`src/rtl/Pipe_Buf_Reg_PKG.sv`:
```
// Shared pipeline-boundary types: stage-register structs and the skid-stage state encoding.
// Each pipeline boundary instantiates pipe_skid_stage with DATA_W = $bits(<struct>).
package Pipe_Buf_Reg_PKG;

    typedef enum logic [1:0] {
        EMPTY = 2'd0,
        ONE   = 2'd1,
        FULL  = 2'd2
    } pipe_skid_state_e;

    typedef struct packed {
        logic [31:0] pc;
        logic [31:0] instr;
    } if_id_t;

    typedef struct packed {
        logic [31:0] pc;
        logic [31:0] rs1_val;
        logic [31:0] rs2_val;
        logic [31:0] imm;
        logic [4:0]  rd;
        logic [3:0]  alu_op;
        logic        mem_read;
        logic        mem_write;
        logic        reg_write;
    } id_ex_t;

    typedef struct packed {
        logic [31:0] alu_result;
        logic [31:0] rs2_val;
        logic [4:0]  rd;
        logic        mem_read;
        logic        mem_write;
        logic        reg_write;
    } ex_mem_t;

    typedef struct packed {
        logic [31:0] wb_data;
        logic [4:0]  rd;
        logic        reg_write;
    } mem_wb_t;

    // The state encoding doubles as the entry count.
    function automatic logic [1:0] occupancy_of(input pipe_skid_state_e s);
        return s;
    endfunction

endpackage

```
`src/rtl/pipe_skid_stage.sv`:
```
// One pipeline-boundary register with valid/ready handshake; SKID=1 adds a second entry
// so in_ready comes from a flop, SKID=0 is a single register with pass-through ready.
module pipe_skid_stage
    import Pipe_Buf_Reg_PKG::*;
#(
    parameter int DATA_W = 32,
    parameter int SKID   = 1
) (
    input  logic              clk,
    input  logic              reset,
    input  logic              flush,
    input  logic              in_valid,
    output logic              in_ready,
    input  logic [DATA_W-1:0] in_data,
    output logic              out_valid,
    input  logic              out_ready,
    output logic [DATA_W-1:0] out_data,
    output logic [1:0]        occupancy
);

    pipe_skid_state_e  state_q, state_d;
    logic [DATA_W-1:0] main_q, main_d;
    logic              in_fire, out_fire;

    assign in_fire   = in_valid & in_ready;
    assign out_fire  = out_valid & out_ready;
    assign out_valid = (state_q != EMPTY);
    assign out_data  = main_q;
    assign occupancy = occupancy_of(state_q);

    // NOTE: the payload register is reset as well, so out_data reads 0 while reset is high.
    always_ff @(posedge clk or posedge reset) begin
        if (reset) begin
            state_q <= EMPTY;
            main_q  <= '0;
        end else begin
            state_q <= state_d;
            main_q  <= main_d;
        end
    end

    if (SKID != 0) begin : g_skid

        logic [DATA_W-1:0] skid_q, skid_d;
        logic              in_ready_q, in_ready_d;

        // NOTE: every *_d starts from its current value so no path leaves it unassigned (no latch).
        always_comb begin
            state_d = state_q;
            main_d  = main_q;
            skid_d  = skid_q;
            case (state_q)
                EMPTY: begin
                    if (in_fire) begin
                        main_d  = in_data;
                        state_d = ONE;
                    end
                end
                ONE: begin
                    case ({in_fire, out_fire})
                        2'b11: main_d = in_data;
                        2'b10: begin
                            skid_d  = in_data;
                            state_d = FULL;
                        end
                        2'b01: state_d = EMPTY;
                        default: ;
                    endcase
                end
                FULL: begin
                    if (out_fire) begin
                        main_d  = skid_q;
                        state_d = ONE;
                    end
                end
                default: state_d = EMPTY;
            endcase
            // Flush wins over every transfer; data registers keep stale, don't-care values.
            if (flush) begin
                state_d = EMPTY;
            end
            in_ready_d = (state_d != FULL);
        end

        always_ff @(posedge clk or posedge reset) begin
            if (reset) begin
                skid_q     <= '0;
                in_ready_q <= 1'b1;
            end else begin
                skid_q     <= skid_d;
                in_ready_q <= in_ready_d;
            end
        end

        assign in_ready = in_ready_q;

    end else begin : g_single

        // With one entry, a held payload can only be replaced in the cycle it leaves.
        assign in_ready = (state_q == EMPTY) | out_ready;

        always_comb begin
            state_d = state_q;
            main_d  = main_q;
            case (state_q)
                EMPTY: begin
                    if (in_fire) begin
                        main_d  = in_data;
                        state_d = ONE;
                    end
                end
                ONE: begin
                    if (in_fire) begin
                        main_d = in_data;
                    end else if (out_fire) begin
                        state_d = EMPTY;
                    end
                end
                default: state_d = EMPTY;
            endcase
            if (flush) begin
                state_d = EMPTY;
            end
        end

    end

endmodule
```
`config.mk`:
```
export PLATFORM = sky130hd
export DESIGN_NAME = pipe_skid_stage
export DESIGN_NICKNAME = d
export VERILOG_FILES = /design/src/rtl/Pipe_Buf_Reg_PKG.sv /design/src/rtl/pipe_skid_stage.sv
export SDC_FILE = /design/constraint.sdc
export NUM_CORES = 1
export LEC_CHECK = 0
export ABC_AREA = 1
export BUFFER_PORTS_ARGS = -buffer_cell sky130_fd_sc_hd__buf_2
export CAP_MARGIN = 25
export CORE_MARGIN = 5
export CORE_UTILIZATION = 50
export DETAILED_ROUTE_END_ITERATION = 10
export GPL_ROUTABILITY_DRIVEN = 0
export PLACE_DENSITY = 0.74
export SETUP_SLACK_MARGIN = 0.02
export SLEW_MARGIN = 20
export SYNTH_ARGS = -nofsm -noshare
export SYNTH_HDL_FRONTEND = slang
export SYNTH_SLANG_ARGS = --single-unit
```
`constraint.sdc`:
```
create_clock -name clk -period 2.5 [get_ports clk]
set_input_delay 0 -clock clk [delete_from_list [all_inputs] [get_ports clk]]
set_output_delay 0 -clock clk [all_outputs]
set_load 0.05 [all_outputs]
```
==> results of run 1 <==
-- area by class of cell --
class	count	area share [%]
multi-input cells	311	31.67
repair buffers	115	19.12
well taps	75	2.291
clock buffers	15	4.307
flip-flops and latches	67	40.96
clock inverters	1	0.7330
inverters	10	0.9163
-- through the flow --
step / worst slack (ns) / hold WS (ns) / instances
2_1_floorplan: 0.5989 / 0.06314 / 413
3_3_place_gp: 0.6091 / 0.1204 / 543
3_5_place_dp: 0.4251 / 0.1264 / 543
4_1_cts: 0.4097 / 0.1315 / 594
5_1_grt: 0.2788 / 0.1445 / 594
6_report: 0.4033 / 0.1471 / 594
-- worst paths after layout --
path,start,end,cells past startpoint
setup / recovery,occupancy[0],in_ready,8
hold / removal,in_valid,occupancy[0],5
setup reg to reg,occupancy[0],in_ready,8
hold reg to reg,out_data[17],out_data[17],2
max in group asynchronous,reset,g_skid.skid_q[25],4
min in group asynchronous,reset,out_data[12],3
-- power by group through the flow --
stage	Clock, uW	Combinational [uW]	Sequential (uW)
floorplan	0	406	1930
global placement	0	1080	1520
detailed placement	0	1100	1530
CTS	954	1140	1510
global route	1010	1240	1550
finish	936	1130	1510
-- logic make-up (layout without fill, tap and decap cells) --
group	count (synthesis)	in the layout	share of synthesized area, %
and+or+nand+nor	305	305	39.89
DFF	67	67	53.60
buffers and inverters	35	141	4.956
AOI/OAI and AO/OA	4	4	0.7593
adders and majority gates	2	2	0.7992
-- worst min-delay path, cell delays in order --
cell	delay (ns)
sky130_fd_sc_hd__buf_2	0.10
sky130_fd_sc_hd__nand2_1	0.10
sky130_fd_sc_hd__inv_1	0.09
sky130_fd_sc_hd__nand2_1	0.07
sky130_fd_sc_hd__a31oi_1	0.07
-- synthesized netlist by cell type --
| cell type | n | area share, % |
|---|---|---|
| sky130_fd_sc_hd__nand2_1 | 230 | 28 |
| sky130_fd_sc_hd__nand3_1 | 68 | 11 |
| sky130_fd_sc_hd__dfrtp_1 | 66 | 53 |
| sky130_fd_sc_hd__buf_2 | 19 | 3.0 |
| sky130_fd_sc_hd__inv_1 | 8 | 0.96 |
| sky130_fd_sc_hd__clkbuf_1 | 6 | 0.72 |
| sky130_fd_sc_hd__nor2_1 | 3 | 0.36 |
| sky130_fd_sc_hd__ha_1 | 2 | 0.80 |
| sky130_fd_sc_hd__inv_2 | 2 | 0.24 |
| sky130_fd_sc_hd__nand2_2 | 2 | 0.40 |
| sky130_fd_sc_hd__a21o_1 | 1 | 0.24 |
| sky130_fd_sc_hd__a21oi_1 | 1 | 0.16 |
| sky130_fd_sc_hd__a31oi_1 | 1 | 0.20 |
| sky130_fd_sc_hd__dfstp_2 | 1 | 0.84 |
| sky130_fd_sc_hd__nand3_2 | 1 | 0.32 |
| sky130_fd_sc_hd__nor2_4 | 1 | 0.36 |
| sky130_fd_sc_hd__o21ai_0 | 1 | 0.16 |
-- layer usage --
layer | global-route usage [%] | up-vias | share of wire, %
met5 | 0 | - | 0
met4 | 8.525 | 0 | 1.0
met3 | 3.226 | 10 | 6.4
met2 | 39.38 | 104 | 49
met1 | 30.09 | 1456 | 44
li1 | - | 1490 | -
-- sequential cells by signal (all words and copies together), names as in the netlist --
| signal | flops |
|---|---|
| g_skid.skid_q | 32 |
| out_data | 32 |
| occupancy | 2 |
| in_ready | 1 |
-- what timing repair did --
action                    in CTS  in global routing
hold endpoints to repair      71                  0
buffers inserted               0                  0
hold buffers                  35                  0
==> results.ini, run 1 <==
[setup_path]
buf_inv_on_cp = 2
crit_slowest_cell = sky130_fd_sc_hd__dfrtp_1
path_delay_family = simple AND/OR/NAND/NOR gates
required_time_worst_endpoint_ns = 2.76
timing.reg2reg.setup_slack_ns = 0.40
cp-start-kind = register
timing.setup.critical_path_class = reg2reg
critPathMaxFanout = 33
cp_data_arrival_time_ns = 2.36
slowest_delay_ns = 0.47
critical_path.most_common_cell = sky130_fd_sc_hd__nor2_1
cp-end-kind = register
timing.critical_path.cells = nor2_1 -> nor2_1 -> inv_1 -> ha_1 -> nand3_1 -> inv_2 -> nand2_1 -> a21o_1

[global_routing]
grt_max_degree = 41
wire_length_of_the_first_global_routing_pass_um = 14300
grt_overflow_total = 0
antenna_found_initial = 0
track_usage_pct = 23.14
vias_in_the_first_global_route = 3116

[timing]
rsz0062_at_grt = no
setup_total_negative_slack_ns = 0
max_freq_ghz = 0.4769
tightest_slew_margin_relative_to_the_limit_pct = 55.96
max_slew.worst_pin.slew_ns = 0.6597
post-route-min-period_ns = 2.097
finalHoldViolations = 0
report.final.setup_viol = 0
fin_skew_ns = 0.005542
min_period_over_period_pct = 83.87
slew_violations = 0

[floorplan]
die_area_um2 = 7943
initial_core_util_pct = 52.26
placementRows = 28
coreArea_um2 = 5991
floorplan.die.height_um = 89.13
ios = 73
die_x_um = 89.13

[layout]
multiInputGateArea_um2 = 1297
syn2layout_area_growth_pct = 30.86
fillerInstances = 509
post-route-util_pct = 68.38
layout_common_cells = sky130_fd_sc_hd__nand2_1, sky130_fd_sc_hd__buf_2, sky130_fd_sc_hd__nand3_1
layout-drive-gt1-share_pct = 19.46
finalNetCount = 553
register_area_um2 = 1678
antennaDiodeCount = 0
final_common_cell = sky130_fd_sc_hd__nand2_1
layout.cell_area.non_filler_um2 = 4096

[cts]
cts_made_buffers = 9
clkLatencyLatePin_ns = 0.33
cts_repair_resize_count = 0
clock-sinks = 67
cts_max_path_buffers = 2
cts_tree = done
h_tree_depth_reported_by_cts = 3
clock_pin_transition_on_the_worst_setup_and_hold_timing_paths_ns = 0.06
clock-root-buffer = sky130_fd_sc_hd__clkbuf_8

[synth]
synth_cell_type_count = 17
postSynthRegisterBits = 67
sequential_element_share_of_the_synthesized_area_pct = 53.60
synthesis.area_per_instance_um2 = 7.580
post_synth_instance_area_um2 = 3131
syn-instance-count = 413
synthesis.yosys.warnings = 0
synth.net_count = 452

[pwr]
internal-power_uw = 2222
sw_frac_of_total_pct = 38.00
combinationalPowerShare_pct = 31.6
leakagePower_uw = 0.002326
design_power_total_uw = 3583
power.net_switching_uw = 1362
power_density_nw_per_um2 = 874.7
power.share.clock_pct = 26.1
power.sequential.fraction_pct = 42.3
vdd.ir_drop.worst_mv = 0.5085

[detailed_routing]
via_count = 3060
routed_via_density = 5.152
wirelength_um = 8319
drtPass1Iterations = 4
first_iter_violations = 199
routed_wl_per_cell_um = 14.01
antenna_left = 0
drcViolationCount = 0

[placement]
postPlaceCellArea_um2 = 3540
numPortBuffers = 72
hpwl_um = 5100

[min_path]
worst_hold_path_class = in2reg

[flow_run]
timing.max_cap.violations = 0

[outcome]
status = complete, no violations

No activity file was read; power rests on OpenSTA's default activity.
==> inputs of run 2 (changes only) <==
==> constraint.sdc (replaced) <==
create_clock -name clk -period 2.2 [get_ports clk]
set_input_delay 0 -clock clk [delete_from_list [all_inputs] [get_ports clk]]
set_output_delay 0 -clock clk [all_outputs]
set_load 0.05 [all_outputs]
==> run 2 against run 1 <==
Effect of this change: non-clock buffer count is 3 higher; register-to-register slack worse by 0.02 ns; power is 8.5% higher; via count is 1.3% lower; worst setup slack worse by 0.019 ns; first-iteration DRC count is 5.5% higher.
==> results.ini, run 2 (synthesis gave the netlist of run 1 again) <==
[pwr]
power_density_nw_per_um2 = 952.5
combinationalPowerShare_pct = 33.4
vdd.ir_drop.worst_mv = 0.6038
internal-power_uw = 2319
power.share.clock_pct = 22.5
leakagePower_uw = 0.002326
power.net_switching_uw = 1568
power.sequential.fraction_pct = 44.2
sw_frac_of_total_pct = 40.34

[cts]
clkLatencyLatePin_ns = 0.34
clock-sinks = 67
clock_pin_transition_on_the_worst_setup_and_hold_timing_paths_ns = 0.07
clock-root-buffer = sky130_fd_sc_hd__clkbuf_8
cts_max_path_buffers = 2
cts_repair_resize_count = 0
h_tree_depth_reported_by_cts = 3
post_cts.repair.setup_buffers = 0
cts_tree = done
hold_buffers = 35
cts_made_buffers = 9

[layout]
final_common_cell = sky130_fd_sc_hd__nand2_1
layout-drive-gt1-share_pct = 20.50
syn2layout_area_growth_pct = 30.38
layout_common_cells = sky130_fd_sc_hd__nand2_1, sky130_fd_sc_hd__buf_2, sky130_fd_sc_hd__nand3_1
finalNetCount = 556
antennaDiodeCount = 0
post-route-util_pct = 68.13

[outcome]
status = complete, no violations

[floorplan]
ios = 73
die_x_um = 89.13
die_area_um2 = 7943
floorplan.die.height_um = 89.13
placementRows = 28
coreArea_um2 = 5991
initial_core_util_pct = 52.26

[detailed_routing]
drtPass1Iterations = 4
routed_via_density = 5.057
drcViolationCount = 0
wirelength_um = 8096
first_iter_violations = 210
via_count = 3019
routed_wl_per_cell_um = 13.56
antenna_left = 0

[timing]
timing.hold.ws_ns = 0.1315
tightest_slew_margin_relative_to_the_limit_pct = 44.20
finalHoldViolations = 0
finalWorstSetupSlack_ns = 0.3846
rsz0062_at_grt = no
max_freq_ghz = 0.5508
min_period_over_period_pct = 82.52
fin_skew_ns = 0.005143
max_slew.worst_pin.slew_ns = 0.8370
post-route-min-period_ns = 1.815
setup_total_negative_slack_ns = 0
report.final.setup_viol = 0
slew_violations = 0

[placement]
numPortBuffers = 72
dp_worst_setup_slack_ns = 0.4375
hpwl_um = 5026

[setup_path]
cp-end-kind = register
cp-start-kind = register
timing.setup.critical_path_class = reg2reg
critPathMaxFanout = 21
cp_data_arrival_time_ns = 2.10
required_time_worst_endpoint_ns = 2.48

[global_routing]
vias_in_the_first_global_route = 2926
grt_max_degree = 68
grt_overflow_total = 0
antenna_found_initial = 0
wire_length_of_the_first_global_routing_pass_um = 13770
track_usage_pct = 22.50

[min_path]
worst_hold_path_class = in2reg

[flow_run]
timing.max_cap.violations = 0

## run 2: final timing paths
| path | from | to | slack, ns | depth (start not counted) |
|---|---|---|---|---|
| worst max-delay path | occupancy[0] | out_data[27] | 0.38 | 10 |
| worst min-delay path | in_valid | occupancy[0] | 0.13 | 5 |
| worst max register to register | occupancy[0] | out_data[27] | 0.38 | 10 |
| worst min register to register | out_data[30] | out_data[30] | 0.48 | 2 |
| max in group asynchronous | reset | g_skid.skid_q[8] | 1.21 | 4 |
| min in group asynchronous | reset | out_data[15] | 0.46 | 4 |
## run 2: critical path, stage by stage, from the launching register on
cell and delay [ns]:
sky130_fd_sc_hd__dfrtp_1 0.50, sky130_fd_sc_hd__nor2_1 0.09, sky130_fd_sc_hd__nor2_1 0.14, sky130_fd_sc_hd__ha_1 0.16
sky130_fd_sc_hd__inv_1 0.05, sky130_fd_sc_hd__nand2_1 0.05, sky130_fd_sc_hd__nand2_1 0.08, sky130_fd_sc_hd__nor2_4 0.29
sky130_fd_sc_hd__buf_12 0.20, sky130_fd_sc_hd__nand3_1 0.09, sky130_fd_sc_hd__nand2_1 0.08
## run 2: power by group through the flow
stage | clock network [uW] | logic (uW) | registers [uW]
after floorplan | 0 | 461 | 2190
after global placement | 0 | 1240 | 1730
after detailed placement | 0 | 1260 | 1740
after CTS | 897 | 1310 | 1720
after global routing | 961 | 1420 | 1760
final | 873 | 1300 | 1720
## run 2: cell type report
type                            instances  area [um2]
Clock buffer                            9       123.9
Clock inverter                          7       45.04
Fill cell                             524        1909
Inverter                               10       37.54
Tap cell                               75       93.84
Multi-Input combinational cell        311        1297
Sequential cell                        67        1678
Timing Repair Buffer                  118       805.8
## run 2: metal layers
layer	part of all wire, %	up-vias	global-route usage [%]
li1	-	1499	-
met1	45	1428	29.88
met2	48	84	36.44
met3	6.2	8	5.991
met4	0.93	0	6.495
met5	0	-	0
## run 2: through the flow
step	cells	total power (uW)	cell area, um2
finish	597	3888	4081
global route	597	4139	4081
CTS	597	3923	4081
detailed placement	546	2995	3562
global placement	546	2967	3562
floorplan	413	2651	3131
==> inputs of run 3 (changes only) <==
==> constraint.sdc (replaced) <==
create_clock -name clk -period 1.7 [get_ports clk]
set_input_delay 0 -clock clk [delete_from_list [all_inputs] [get_ports clk]]
set_output_delay 0 -clock clk [all_outputs]
set_load 0.05 [all_outputs]
==> run 3 against run 2 <==
Effect of this change: final area grew 6.9%; sequential power up 30%; count of clock-buffer cells in the layout is 1 higher; clock power rose by 88%; final cell count grew 2.2%; register-to-register slack worse by 0.30 ns; utilization grew 4.7 points; via count grew 2.5%; die area stayed put; critical path depth decreased by 1; sequential cell count is the same.
==> results.ini, run 3 (synthesis gave the netlist of run 1 again) <==
[outcome]
status = complete, no violations

[floorplan]
placementRows = 28
coreArea_um2 = 5991
initial_core_util_pct = 52.26
die_x_um = 89.13
die_area_um2 = 7943
ios = 73
floorplan.die.height_um = 89.13

[global_routing]
grt_overflow_total = 0
vias_in_the_first_global_route = 3109
track_usage_pct = 22.24
antenna_found_initial = 0
grt_max_degree = 68
wire_length_of_the_first_global_routing_pass_um = 13790

[flow_run]
timing.max_cap.violations = 0

[pwr]
vdd.ir_drop.worst_mv = 0.8495
power.net_switching_uw = 2101
internal-power_uw = 3582
power.sequential.fraction_pct = 39.3
power_density_nw_per_um2 = 1302
power.share.clock_pct = 28.8
combinationalPowerShare_pct = 31.8
leakagePower_uw = 0.002456
sw_frac_of_total_pct = 36.97

[detailed_routing]
drcViolationCount = 0
wirelength_um = 8733
routed_via_density = 5.074
via_count = 3095
antenna_left = 0
routed_wl_per_cell_um = 14.32
drtPass1Iterations = 4
first_iter_violations = 259

[cts]
clkLatencyLatePin_ns = 0.33
clock-root-buffer = sky130_fd_sc_hd__clkbuf_8
cts_max_path_buffers = 2
cts_tree = done
cts_made_buffers = 9
clock-sinks = 67
h_tree_depth_reported_by_cts = 3
clock_pin_transition_on_the_worst_setup_and_hold_timing_paths_ns = 0.07

[setup_path]
critPathMaxFanout = 13
cp-end-kind = register
timing.critical_path.cells = nand2_2 -> inv_2 -> ha_1 -> inv_1 -> o21ai_2 -> nand3_4 -> clkbuf_16 -> nand2_1 -> nand2_1
required_time_worst_endpoint_ns = 1.92
cp-start-kind = register
crit_slowest_cell = sky130_fd_sc_hd__dfstp_2
cp_data_arrival_time_ns = 1.84
critical_path.most_common_cell = sky130_fd_sc_hd__nand2_1
slowest_delay_ns = 0.54
timing.setup.critical_path_class = reg2reg

[layout]
layout-drive-gt1-share_pct = 23.55
syn2layout_area_growth_pct = 39.41
finalNetCount = 569
antennaDiodeCount = 0
layout.cell_area.non_filler_um2 = 4364
layout_common_cells = sky130_fd_sc_hd__nand2_1, sky130_fd_sc_hd__buf_2, sky130_fd_sc_hd__nand3_1
final_common_cell = sky130_fd_sc_hd__nand2_1
fillerInstances = 468

[placement]
dp_worst_setup_slack_ns = 0.1384
numPortBuffers = 72
postPlaceCellArea_um2 = 3659
hpwl_um = 5179

[timing]
report.final.setup_viol = 0
rsz0062_at_grt = yes
max_slew.worst_pin.slew_ns = 0.3496
max_freq_ghz = 0.6183
min_period_over_period_pct = 95.14
post-route-min-period_ns = 1.617
tightest_slew_margin_relative_to_the_limit_pct = 76.69
slew_violations = 0
fin_skew_ns = 0.004961
finalHoldViolations = 0
finalWorstSetupSlack_ns = 0.08257

[min_path]
worst_hold_path_class = in2reg

==> run 3: cell type report <==
class	instances	area, um2	share of cell area (%)
Timing Repair Buffer	131	984.7	22.56
Clock buffer	10	137.6	3.154
Multi-Input combinational cell	311	1314	30.10
Sequential cell	67	1680	38.50
Inverter	10	41.29	0.9461
Clock inverter	6	112.6	2.580
Tap cell	75	93.84	2.150
==> run 3: through the flow <==
step | setup TNS (ns) | power, uW | hold WS, ns | std cells | utilization (%)
6_report | 0 | 5682 | 0.08188 | 610 | 72.85
5_1_grt | -0.05653 | 5977 | 0.08431 | 610 | 72.85
4_1_cts | 0 | 5619 | 0.08190 | 605 | 71.09
3_5_place_dp | 0 | 3911 | 0.1230 | 554 | 61.07
3_3_place_gp | 0 | 3872 | 0.1198 | 554 | 61.07
2_1_floorplan | 0 | 3434 | 0.05948 | 413 | -
==> run 3: layer usage <==
metal | GRT usage, % | vias to the layer above | part of all wire [%]
met4 | 7.442 | 0 | 0.68
met1 | 28.10 | 1453 | 43
met2 | 38.71 | 109 | 50
met3 | 3.687 | 7 | 5.7
li1 | - | 1526 | -
met5 | 0 | - | 0
==> run 3: power by group through the flow <==
stage	combinational (uW)	sequential [uW]	clock, uW
final	1810	2240	1640
after global routing	1970	2280	1720
after CTS	1730	2230	1660
after detailed placement	1660	2250	0
after global placement	1630	2240	0
after floorplan	599	2840	0
==> run 3: final timing paths <==
path	from	endpoint	slack (ns)	cells past startpoint
max	in_ready	out_data[31]	0.08	9
min	in_valid	occupancy[0]	0.08	5
max reg2reg	in_ready	out_data[31]	0.08	9
min reg2reg	out_data[30]	out_data[30]	0.48	2
max in group asynchronous	reset	in_ready	1.08	4
min in group asynchronous	reset	g_skid.skid_q[20]	0.30	4
==> run 3: worst max-delay path: cells and delay by family (launching register included) <==
| family | cells | cell delay (ns) |
|---|---|---|
| flops | 1 | 0.54 |
| compound gates | 1 | 0.17 |
| fa+ha+maj | 1 | 0.13 |
| buf+inv | 3 | 0.34 |
| simple gates | 4 | 0.34 |
==> run 3: timing repair <==
item	in CTS	in global routing
gates resized for setup	0	4
hold buffers	35	0
endpoints found under the setup margin	0	60
setup buffers	0	2
endpoints found under the hold margin	113	0
